==> config.mk <==
export PLATFORM = sky130hd
export DESIGN_NAME = irrigation_scheduler
export DESIGN_NICKNAME = d
export VERILOG_FILES = /design/src/rtl/irrigation_scheduler.sv
export SDC_FILE = /design/constraint.sdc
export NUM_CORES = 1
export LEC_CHECK = 0
export BUFFER_PORTS_ARGS = -buffer_cell sky130_fd_sc_hd__buf_2
export CORE_MARGIN = 2
export CORE_UTILIZATION = 30
export DETAILED_ROUTE_END_ITERATION = 8
export GPL_ROUTABILITY_DRIVEN = 1
export GPL_TIMING_DRIVEN = 0
export PLACE_DENSITY = 0.55
export RECOVER_POWER = 25
export SLEW_MARGIN = 20
export SYNTH_ARGS = -nofsm -noshare
export SYNTH_HDL_FRONTEND = slang
export SYNTH_SLANG_ARGS = --single-unit
==> constraint.sdc <==
create_clock -name clk_i -period 2.8 [get_ports clk_i]
set_input_delay 0.42 -clock clk_i [delete_from_list [all_inputs] [get_ports clk_i]]
set_output_delay 0.42 -clock clk_i [all_outputs]
set_load 0.02 [all_outputs]
==> src/rtl/irrigation_scheduler.sv <==
// Irrigation valve scheduler: debounces a dry-soil/no-alarm request, waters for a
// bounded time, then enforces a cooldown. Counts completed watering runs.
module irrigation_scheduler #(
  parameter int unsigned DEBOUNCE_CYCLES = 4,
  parameter int unsigned MIN_ON_CYCLES   = 3,
  parameter int unsigned MAX_ON_CYCLES   = 10,
  parameter int unsigned COOLDOWN_CYCLES = 5
) (
  input  logic       clk_i,
  input  logic       rst_i,
  input  logic       alarm_state_i,
  input  logic       soil_humidity_i,
  output logic       valve_o,
  output logic [1:0] state_o,
  output logic       water_done_o,
  output logic       timeout_o,
  output logic [7:0] water_events_o
);

  typedef enum logic [1:0] {
    ST_IDLE     = 2'd0,
    ST_QUALIFY  = 2'd1,
    ST_WATER    = 2'd2,
    ST_COOLDOWN = 2'd3
  } state_t;

  localparam logic [15:0] DEB_LAST  = 16'(DEBOUNCE_CYCLES - 1);
  localparam logic [15:0] MIN_LAST  = 16'(MIN_ON_CYCLES - 1);
  localparam logic [15:0] MAX_LAST  = 16'(MAX_ON_CYCLES - 1);
  localparam logic [15:0] COOL_LAST = 16'(COOLDOWN_CYCLES - 1);

  state_t      state_q, state_d;
  logic [15:0] cnt_q, cnt_d;
  logic        valve_q, valve_d;
  logic        done_q, done_d;
  logic        timeout_q, timeout_d;
  logic [7:0]  events_q, events_d;
  logic        req_s;
  logic        exit_s;

  always_comb begin
    req_s     = ~(alarm_state_i | soil_humidity_i);
    state_d   = state_q;
    cnt_d     = cnt_q;
    timeout_d = 1'b0;
    exit_s    = 1'b0;

    unique case (state_q)
      ST_IDLE: begin
        if (req_s) begin
          state_d = ST_QUALIFY;
          cnt_d   = 16'd0;
        end else begin
          state_d = ST_IDLE;
        end
      end
      ST_QUALIFY: begin
        if (!req_s) begin
          state_d = ST_IDLE;
          cnt_d   = 16'd0;
        end else if (cnt_q == DEB_LAST) begin
          state_d = ST_WATER;
          cnt_d   = 16'd0;
        end else begin
          cnt_d = cnt_q + 16'd1;
        end
      end
      ST_WATER: begin
        // Alarm outranks the max-time limit, so a coincident alarm suppresses timeout.
        if (alarm_state_i) begin
          exit_s = 1'b1;
        end else if (cnt_q == MAX_LAST) begin
          exit_s    = 1'b1;
          timeout_d = 1'b1;
        end else if (soil_humidity_i && (cnt_q >= MIN_LAST)) begin
          exit_s = 1'b1;
        end else begin
          cnt_d = cnt_q + 16'd1;
        end
        if (exit_s) begin
          state_d = ST_COOLDOWN;
          cnt_d   = 16'd0;
        end else begin
          state_d = ST_WATER;
        end
      end
      ST_COOLDOWN: begin
        if (cnt_q == COOL_LAST) begin
          state_d = ST_IDLE;
          cnt_d   = 16'd0;
        end else begin
          cnt_d = cnt_q + 16'd1;
        end
      end
      default: begin
        state_d = ST_IDLE;
        cnt_d   = 16'd0;
      end
    endcase

    done_d = exit_s;
    if (exit_s && (events_q != 8'd255)) begin
      events_d = events_q + 8'd1;
    end else begin
      events_d = events_q;
    end
    valve_d = (state_d == ST_WATER);
  end

  always_ff @(posedge clk_i) begin
    if (rst_i) begin
      state_q   <= ST_IDLE;
      cnt_q     <= 16'd0;
      valve_q   <= 1'b0;
      done_q    <= 1'b0;
      timeout_q <= 1'b0;
      events_q  <= 8'd0;
    end else begin
      state_q   <= state_d;
      cnt_q     <= cnt_d;
      valve_q   <= valve_d;
      done_q    <= done_d;
      timeout_q <= timeout_d;
      events_q  <= events_d;
    end
  end

  assign valve_o        = valve_q;
  assign state_o        = state_q;
  assign water_done_o   = done_q;
  assign timeout_o      = timeout_q;
  assign water_events_o = events_q;

endmodule

==> results of run 1 <==
[layer usage]
metal,part of all wire,GRT usage,wire length (µm)
met5,0,0,0
met4,0.0073,0.03509,23
met3,0.046,0.04101,147
met2,0.43,0.1952,1370
met1,0.51,0.1577,1622
[through the flow]
step / utilization / setup WS (ps) / power (mW) / area [µm²]
after detailed placement: 0.3382 / 431.6 / 0.5435 / 1694
after floorplan: - / 720.7 / 0.5145 / 1531
after global placement: 0.3382 / 441.0 / 0.5438 / 1694
after CTS: 0.3584 / 407.1 / 0.9226 / 1795
after global routing: 0.3559 / 172.2 / 0.9535 / 1783
final: 0.3559 / 447.4 / 0.9066 / 1783
[final cells by class]
class                   instances  area share
well taps                      70     0.04912
repair buffers                 15     0.03509
flip-flops and latches         29      0.3256
clock inverters                 1    0.002807
plain buffers                   7     0.01684
clock buffers                   7     0.05404
inverters                       6     0.01263
multi-input cells             137      0.5039
[Yosys cell counts, types with 2 or more instances]
| cell | number |
|---|---|
| nor4_1 | 4 |
| and3_1 | 4 |
| nor4_4 | 2 |
| xnor2_1 | 9 |
| a41o_1 | 2 |
| mux2i_1 | 3 |
| nor3_1 | 5 |
| ha_1 | 5 |
| dfxtp_1 | 29 |
| a221o_1 | 3 |
| nor4b_1 | 2 |
| and2_1 | 2 |
| a22o_1 | 4 |
| a21oi_1 | 9 |
| nand2_1 | 18 |
| nor3b_1 | 3 |
| nand4_1 | 3 |
| buf_2 | 3 |
| nor2_1 | 21 |
| and4_1 | 2 |
| inv_1 | 6 |
| nand3_1 | 21 |
| nand2b_1 | 2 |
| clkbuf_1 | 3 |
[worst paths after layout]
check | end | slack (ps)
max | cnt_q[12]$_SDFFE_PP0P_ | 450
min | timeout_o$_SDFF_PP0_ | 480
max reg2reg | cnt_q[12]$_SDFFE_PP0P_ | 450
min reg2reg | water_events_o[1]$_SDFFE_PP0P_ | 520
[cell families after synthesis]
logic type / count (synthesis)
compound gates: 27
xor+xnor: 9
fa+ha+maj: 5
buf+inv: 13
flops: 29
mux: 3
simple gates: 93
[power groups by stage]
stage / Sequential (mW) / Combinational, mW / Clock [mW]
3_3_place_gp: 0.443 / 0.100 / 0
5_1_grt: 0.436 / 0.112 / 0.406
3_5_place_dp: 0.443 / 0.100 / 0
6_report: 0.434 / 0.0986 / 0.374
4_1_cts: 0.434 / 0.100 / 0.388
2_1_floorplan: 0.449 / 0.0651 / 0
[cells in the final DEF, fill, tap and decap left out, drive strengths merged]
cell / Yosys / routed
clkbuf: 3 / 20
a211oi: 1 / 1
nor3b: 3 / 3
a311oi: 1 / 1
and2: 2 / 2
dfxtp: 29 / 29
or3b: 1 / 1
inv: 6 / 6
nor4b: 2 / 2
and3b: 1 / 1
nor3: 5 / 5
nor4: 7 / 7
a211o: 1 / 1
o31ai: 1 / 1
buf: 4 / 9
a21oi: 9 / 9
mux2i: 3 / 3
nand2: 18 / 18
o21ai: 2 / 2
and4: 2 / 2
a21o: 1 / 1
a31oi: 1 / 1
a22o: 4 / 4
xnor2: 9 / 9
nand2b: 2 / 2
nand4b: 1 / 1
nor2: 21 / 21
and3: 4 / 4
nand3: 21 / 21
o311ai: 1 / 1
a221o: 3 / 3
nand4: 3 / 3
a41o: 2 / 2
clkinv: 0 / 1
ha: 5 / 5
[worst max-delay path, cell delays in order (launching register included)]
cell and delay, ps:
dfxtp_1 330, nor4_2 440, nand4b_1 200, o31ai_1 460, a31oi_4 230, buf_2 250, a221o_1 340
[flip-flops by register name, indices dropped and copies added, names as in the netlist]
register        count
cnt_q              16
state_o             2
water_events_o      8
valve_o             1
water_done_o        1
timeout_o           1
==> impl_metrics.yaml, run 1 <==
clocking:
  htreeDepth: 2
  cts_buffer_depth: 2
  cts_sinks: 29
  cts_tree: "built"
  post-cts-setup-buffer-count: 0
  clock_latency_ps: 270
  clk_pin_slew_ps: 70
  numCtsBuffers: 5
  holdBufCountCts: 0
  post_cts_resized: 0
  root_buffer: "clkbuf_8"
die:
  rows: 26
  start_util: 0.3057
  die_area_um2: 5693
  core_area_um2: 5010
  ioPinCount: 17
  dieHeight_um: 75.45
  die_w_um: 75.45
detailed_routing:
  wl_um: 3163
  drt-initial-drc-count: 33
  detail_route.first_pass.iterations: 4
  vias: 1310
  ant_nets: 0
  remaining_drc_errors: 0
  vias_per_cell: 4.816
  wl_per_cell_um: 11.63
synth:
  synth_top_family_by_area: "simple AND/OR/NAND/NOR gates"
  synthAdderAreaFrac: 0.04085
  synth_compound_area_frac: 0.1422
  synth_edf_count: 0
  ys_seq_area_frac: 0.3791
  synthCells: 179
  synth_cell_types: 38
  netlist_area_um2: 1531
  yosys_most_used_dff: "dfxtp_1"
  yosys.area.top_type: "dfxtp_1"
  netlist.area_leader.share: 0.3791
  synth-simple-area-share: 0.3325
  ys_top_cells_by_area: "dfxtp_1 (38%), nand3_1 (6.9%), nor2_1 (5.1%)"
  async_flop_share: 0
  synth_nets: 188
  synth.avg_cell_area_um2: 8.556
  synthMuxAreaShare: 0.01961
  ys_ff_latch: 29
  synthXorXnorAreaFrac: 0.05147
  yosysWarnings: 0
power_and_ir_drop:
  clockPowerShare: 0.412
  ir_worst_vdd_mv: 0.2733
  p_seq_frac: 0.479
  power.leakage_nw: 0.6674
  pwr_density_cell_nw_per_um2: 508.5
  power.switching_mw: 0.2304
  internal_power_mw: 0.6762
  comb_power_share: 0.109
  p_sw_frac: 0.2542
sta:
  fmax_mhz: 425.1
  timing.final.crit_share: 0.8402
  slew_headroom: 0.4198
  finalHoldViolCount: 0
  hold-worst-slack_ps: 477.8
  drv_slew: 0
  rsz0062_at_grt: "false"
  tightest_slew_ps: 863.6
  period_minus_slack_ps: 2353
  setup_tns_ps: 0
  setup_viol: 0
  fin_worst_skew_ps: 8.321
min_path:
  hold_path_class: "in -> reg"
  hold_path_startpoint: "alarm_state_i"
  hold-path-cell-count: 3
placement:
  portBuffers: 15
  dp_hpwl_um: 2302
  routabilityCongestion: 0.7585
  dp_cells: 264
grt:
  grt_util_all_layers: 0.1223
  overflow: 0
  grt_pass1_wl_um: 5271
  grt_pass1_vias: 1162
  grt_max_degree: 11
  antenna_found_initial: 0
setup_path:
  rr_startpoint: "cnt_q[15]$_SDFFE_PP0P_"
  crit_fanout: 10
  critPathLaunchType: "flip-flop"
  cp.required_ps: 2960
  worstRegToRegCells: 6
  worstSetupPathType: "reg -> reg"
  end_kind: "flip-flop"
  cp-startpoint: "cnt_q[15]$_SDFFE_PP0P_"
  cp.arrival_ps: 2510
cells_and_area:
  seq_area_um2: 580.6
  n_antenna_cell: 0
  multi_input_area_um2: 898.4
  nFillCells: 556
  areaGrowthSynthToFinish_pct: 16.42
  final_cells: 272
  final_layout_size_suffix_gt1_frac: 0.1040
  fin_nets: 210
run:
  max_cap_viol_count: 0
outcome:
  outcome: "completed"
(Power assumes the default switching activity.)
==> run 2, diff against run 1 <==
PLACE_DENSITY = 0.57   (was 0.55)
clock period = 1.9 ns   (was 2.8 ns; I/O delays follow)
==> run 2 against run 1 <==
The run now ends with negative setup slack left. Sequential share of layout area decreased by 3.8 points. Maximum frequency rose by 9.5%. Non-clock buffer count increased by 12. Register-to-register slack got worse by 700 ps. Clock power is 51% higher. Via count grew 8.8%. Die area stayed put. Power is 56% higher. Combinational power increased by 120%. Global-route usage rose by 1.2 points.
==> impl_metrics.yaml, run 2 (same netlist as run 1, synthesis figures left out) <==
outcome:
  outcome: "finished with violations"
  violations: "negative setup slack"
setup_path:
  worstSetupPathType: "reg -> reg"
  cp_cell_sequence: "buf_6, ha_4, and3b_1, a41o_1, a211o_1, a31oi_4, or3b_1, nand3_1"
  crit_slowest_cell: "or3b_1"
  cp.arrival_ps: 2360
  rr_startpoint: "cnt_q[0]$_SDFFE_PP0P_"
  reg2reg_to: "cnt_q[7]$_SDFFE_PP0P_"
  critPathLaunchType: "flip-flop"
  critPathMaxStageDelay_ps: 390
  worstRegToRegCells: 8
  crit_fanout: 8
  end_kind: "flip-flop"
  cp.required_ps: 2110
  r2r_slack_ps: -250
die:
  dieHeight_um: 75.45
  rows: 26
  die_area_um2: 5693
  ioPinCount: 17
  start_util: 0.3057
  core_area_um2: 5010
  die_w_um: 75.45
power_and_ir_drop:
  clockPowerShare: 0.398
  comb_power_share: 0.151
  ir_worst_vdd_mv: 0.3925
  internal_power_mw: 1.031
  p_total_mw: 1.416
  power.switching_mw: 0.3856
  pwr_density_cell_nw_per_um2: 678.2
  power.leakage_nw: 0.8177
  p_sw_frac: 0.2723
  p_seq_frac: 0.451
min_path:
  whs_endpoint: "timeout_o$_SDFF_PP0_"
  hold_path_startpoint: "alarm_state_i"
  hold-path-cell-count: 3
  hold_path_class: "in -> reg"
sta:
  finalHoldViolCount: 0
  rsz0062_at_grt: "true"
  setup_viol: 15
  fmax_mhz: 465.3
  slew_headroom: 0.5912
  period_minus_slack_ps: 2149
  fin_worst_skew_ps: 7.717
  fin_ws_ps: -249.1
  tightest_slew_ps: 604.7
  drv_slew: 0
  timing.final.crit_share: 1.131
run:
  max_cap_viol_count: 0
placement:
  portBuffers: 15
  placed_area_um2: 1730
  routabilityCongestion: 0.7381
  dp_hpwl_um: 2266
detailed_routing:
  wl_um: 3784
  wl_per_cell_um: 13.28
  detail_route.first_pass.iterations: 4
  drt-initial-drc-count: 31
  vias: 1425
  remaining_drc_errors: 0
  ant_nets: 0
  vias_per_cell: 5.000
grt:
  antenna_found_initial: 0
  overflow: 0
  grt_pass1_vias: 1231
  grt_pass1_wl_um: 5658
  grt_max_degree: 11
  grt_util_all_layers: 0.1340
clocking:
  cts_sinks: 29
  root_buffer: "clkbuf_8"
  clk_pin_slew_ps: 60
  clock_latency_ps: 270
  htreeDepth: 2
  holdBufCountCts: 0
  cts_buffer_depth: 2
  numCtsBuffers: 5
  cts_tree: "built"
cells_and_area:
  largest_reg_flops: 16
  final_layout_size_suffix_gt1_frac: 0.3023
  n_antenna_cell: 0
  largest-register: "cnt_q"
  fin_nets: 223
  fin_area_um2: 2088
  areaGrowthSynthToFinish_pct: 36.36
  layout_common_cells: "nand3_1 (20), nor2_1 (20), dfxtp_1 (19)"
run 2: per-layer routing:
metal / global-route usage / vias up / share of wire
met3: 0.04497 / 7 / 0.053
met2: 0.2029 / 43 / 0.46
li1: - / 726 / -
met5: 0 / - / 0
met1: 0.1750 / 649 / 0.47
met4: 0.05458 / 0 / 0.018
run 2: area by class of cell:
type,instances,area (µm²)
plain buffers,6,38.79
clock buffers,7,96.34
clock inverters,1,5.005
fillers,514,2922
inverters,6,25.02
multi-input cells,138,1059
flip-flops and latches,29,600.6
well taps,70,87.58
repair buffers,28,176.4
run 2: critical path: cells and delay by family, from the launching register on:
kind                       cells  cell delay (ps)
AOI/OAI and AO/OA              3              840
buffers and inverters          1              120
DFF                            1              360
adders and majority gates      1              140
and+or+nand+nor                3              630
run 2: what timing repair did:
action | CTS | global route
setup endpoints to repair | 25 | 26
gates cloned | 0 | 2
setup buffers | 9 | 4
pin swaps | 8 | 9
gates resized for setup | 22 | 14
run 2: worst max-delay path by stage:
stage / startpoint / endpoint / slack, ps / depth (start not counted)
global placement: cnt_q[3]$_SDFFE_PP0P_ / cnt_q[15]$_SDFFE_PP0P_ / -400 / 6
global route: cnt_q[14]$_SDFFE_PP0P_ / cnt_q[15]$_SDFFE_PP0P_ / -330 / 7
CTS: cnt_q[0]$_SDFFE_PP0P_ / cnt_q[7]$_SDFFE_PP0P_ / -230 / 8
finish: cnt_q[0]$_SDFFE_PP0P_ / cnt_q[7]$_SDFFE_PP0P_ / -250 / 8
floorplan: cnt_q[8]$_SDFFE_PP0P_ / cnt_q[12]$_SDFFE_PP0P_ / 2 / 6
detailed placement: cnt_q[3]$_SDFFE_PP0P_ / cnt_q[15]$_SDFFE_PP0P_ / -420 / 6
run 2: metrics by stage:
step / hold WS [ps] / setup slack [ps] / util / std cells / TNS [ps]
2_1_floorplan: 446.6 / 2.060 / - / 179 / 0
3_3_place_gp: 505.9 / -399.3 / 0.3454 / 264 / -6002
3_5_place_dp: 508.4 / -421.6 / 0.3454 / 264 / -6026
4_1_cts: 311.4 / -234.5 / 0.3949 / 280 / -2442
5_1_grt: 347.5 / -327.5 / 0.4168 / 285 / -4528
6_report: 338.8 / -249.1 / 0.4168 / 285 / -2639
run 2: power groups by stage:
stage / clock [mW] / combinational, mW / sequential, mW
6_report: 0.564 / 0.214 / 0.639
5_1_grt: 0.617 / 0.234 / 0.642
4_1_cts: 0.576 / 0.188 / 0.641
3_5_place_dp: 0 / 0.150 / 0.656
3_3_place_gp: 0 / 0.151 / 0.656
2_1_floorplan: 0 / 0.0995 / 0.665
==> run 3, diff against run 2 <==
PLACE_DENSITY = 0.44   (was 0.57)
==> run 3 against run 2 <==
The flow still finishes with violations (negative setup slack). Cell area increased by 1.6%. Maximum frequency is 2.6% lower. Wire length increased by 4.9%. Worst setup slack lost 58 ps. Non-clock buffer count increased by 3. Largest cell class unchanged.
==> impl_metrics.yaml, run 3 (same netlist as run 1, synthesis figures left out) <==
outcome:
  outcome: "finished with violations"
  violations: "negative setup slack"
placement:
  dp_hpwl_um: 2582
  dp_slack_ps: -503.5
  routabilityCongestion: 0.8529
  portBuffers: 15
die:
  ioPinCount: 17
  die_w_um: 75.45
  dieHeight_um: 75.45
  start_util: 0.3057
  die_area_um2: 5693
  rows: 26
  core_area_um2: 5010
grt:
  grt_use_met2: 0.2473
  antenna_found_initial: 0
  grt_pass1_vias: 1379
  grt_pass1_wl_um: 6265
  met3_usage: 0.03836
  overflow: 0
  grt_max_degree: 11
  use_met1: 0.1766
  grt.busiest_layer: "met2"
  grt_util_all_layers: 0.1484
setup_path:
  cp.required_ps: 2070
  cp.arrival_ps: 2370
  worstSetupPathType: "reg -> reg"
  crit_slowest_cell: "nor4_4"
  path_buf_inv: 1
  crit_fanout: 8
  end_kind: "flip-flop"
  critPathLaunchType: "flip-flop"
  rr_startpoint: "cnt_q[15]$_SDFFE_PP0P_"
  cp-startpoint: "cnt_q[15]$_SDFFE_PP0P_"
  cp_cell_sequence: "nor4_4, nand4b_1, o31ai_4, a31oi_4, buf_6, and3_1, a221o_1"
  critPathMaxStageDelay_ps: 400
  path_delay_family: "compound AO/OA/AOI/OAI gates"
sta:
  fin_ws_ps: -307.3
  rsz0062_at_grt: "true"
  fmax_mhz: 453.0
  drv_slew: 0
  timing.final.crit_share: 1.162
  setup_viol: 17
  fin_worst_skew_ps: 11.71
  period_minus_slack_ps: 2207
  finalHoldViolCount: 0
  tightest_slew_ps: 593.2
  slew_headroom: 0.5990
  hold-worst-slack_ps: 316.5
detailed_routing:
  drt-initial-drc-count: 60
  vias: 1482
  detail_route.first_pass.iterations: 4
  remaining_drc_errors: 0
  ant_nets: 0
  wl_per_cell_um: 13.78
  wl_um: 3970
  vias_per_cell: 5.146
clocking:
  cts_tree: "built"
  holdBufCountCts: 0
  numCtsBuffers: 5
  htreeDepth: 2
  clk_pin_slew_ps: 70
  cts_buffer_depth: 2
  clock_latency_ps: 290
  root_buffer: "clkbuf_8"
  cts_sinks: 29
power_and_ir_drop:
  p_total_mw: 1.633
  power.leakage_nw: 0.8154
  pwr_density_cell_nw_per_um2: 769.7
  ir_worst_vdd_mv: 0.4763
cells_and_area:
  layout_common_cells: "dfxtp_1 (23), nand3_1 (20), nor2_1 (19)"
  multi_input_area_um2: 1041
  seq_area_um2: 595.6
  fin_nets: 226
  nFillCells: 538
  largest-register: "cnt_q"
  layout_commonest_cell: "dfxtp_1"
  final_util: 0.4236
  largest_reg_flops: 16
  final_layout_size_suffix_gt1_frac: 0.3211
  n_antenna_cell: 0
  areaGrowthSynthToFinish_pct: 38.56
min_path:
  hold_path_class: "in -> reg"
  hold_path_startpoint: "alarm_state_i"
run:
  max_cap_viol_count: 0
==> run 3: where the power goes <==
part	switching, mW	internal (mW)	leakage, nW
logic	0.128	0.0881	0.509
clock network	0.255	0.521	0.0681
registers	0.0224	0.619	0.238
total	0.405	1.23	0.815
==> run 3: worst reg2reg max path, cell delays in order (launching register included) <==
cell and delay, ps:
dfxtp_1 350, nor4_4 400, nand4b_1 230, o31ai_4 330, a31oi_4 200, buf_6 170
and3_1 150, a221o_1 260
==> run 3: layer usage <==
layer  vias to the layer above  wire, µm
li1                        727         -
met1                       710      1819
met2                        30      1852
met3                        15       156
met4                         0       142
met5                         -         0
==> run 3: through the flow <==
| stage | cell area (µm²) | TNS [ps] | std cells |
|---|---|---|---|
| 2_1_floorplan | 1568 | 0 | 179 |
| 3_3_place_gp | 1730 | -8304 | 264 |
| 3_5_place_dp | 1730 | -8369 | 264 |
| 4_1_cts | 2006 | -4460 | 280 |
| 5_1_grt | 2122 | -6022 | 288 |
| 6_report | 2122 | -3646 | 288 |
==> run 3: path summary, 6_finish.rpt <==
path                                          endpoint  slack, ps  depth (start not counted)
worst min register to register  cnt_q[14]$_SDFFE_PP0P_        480                          1
worst max register to register  cnt_q[12]$_SDFFE_PP0P_       -310                          7
worst min-delay path              timeout_o$_SDFF_PP0_        320                          3
worst max-delay path            cnt_q[12]$_SDFFE_PP0P_       -310                          7
==> run 3: final cells by class <==
type / instances / area share
sequential: 29 / 0.2807
clock inverter: 3 / 0.03066
tap: 70 / 0.04127
clock buffer: 5 / 0.03243
multi-input combinational: 138 / 0.4906
buffer: 6 / 0.01828
timing repair buffer: 31 / 0.09434
inverter: 6 / 0.01179
==> run 3: what timing repair did <==
item                       CTS  global route
pin swaps                    9            16
setup endpoints to repair   26            26
setup buffers                8             6
resized for setup           16            18
hold endpoints to repair     0             0
cloned                       1             2
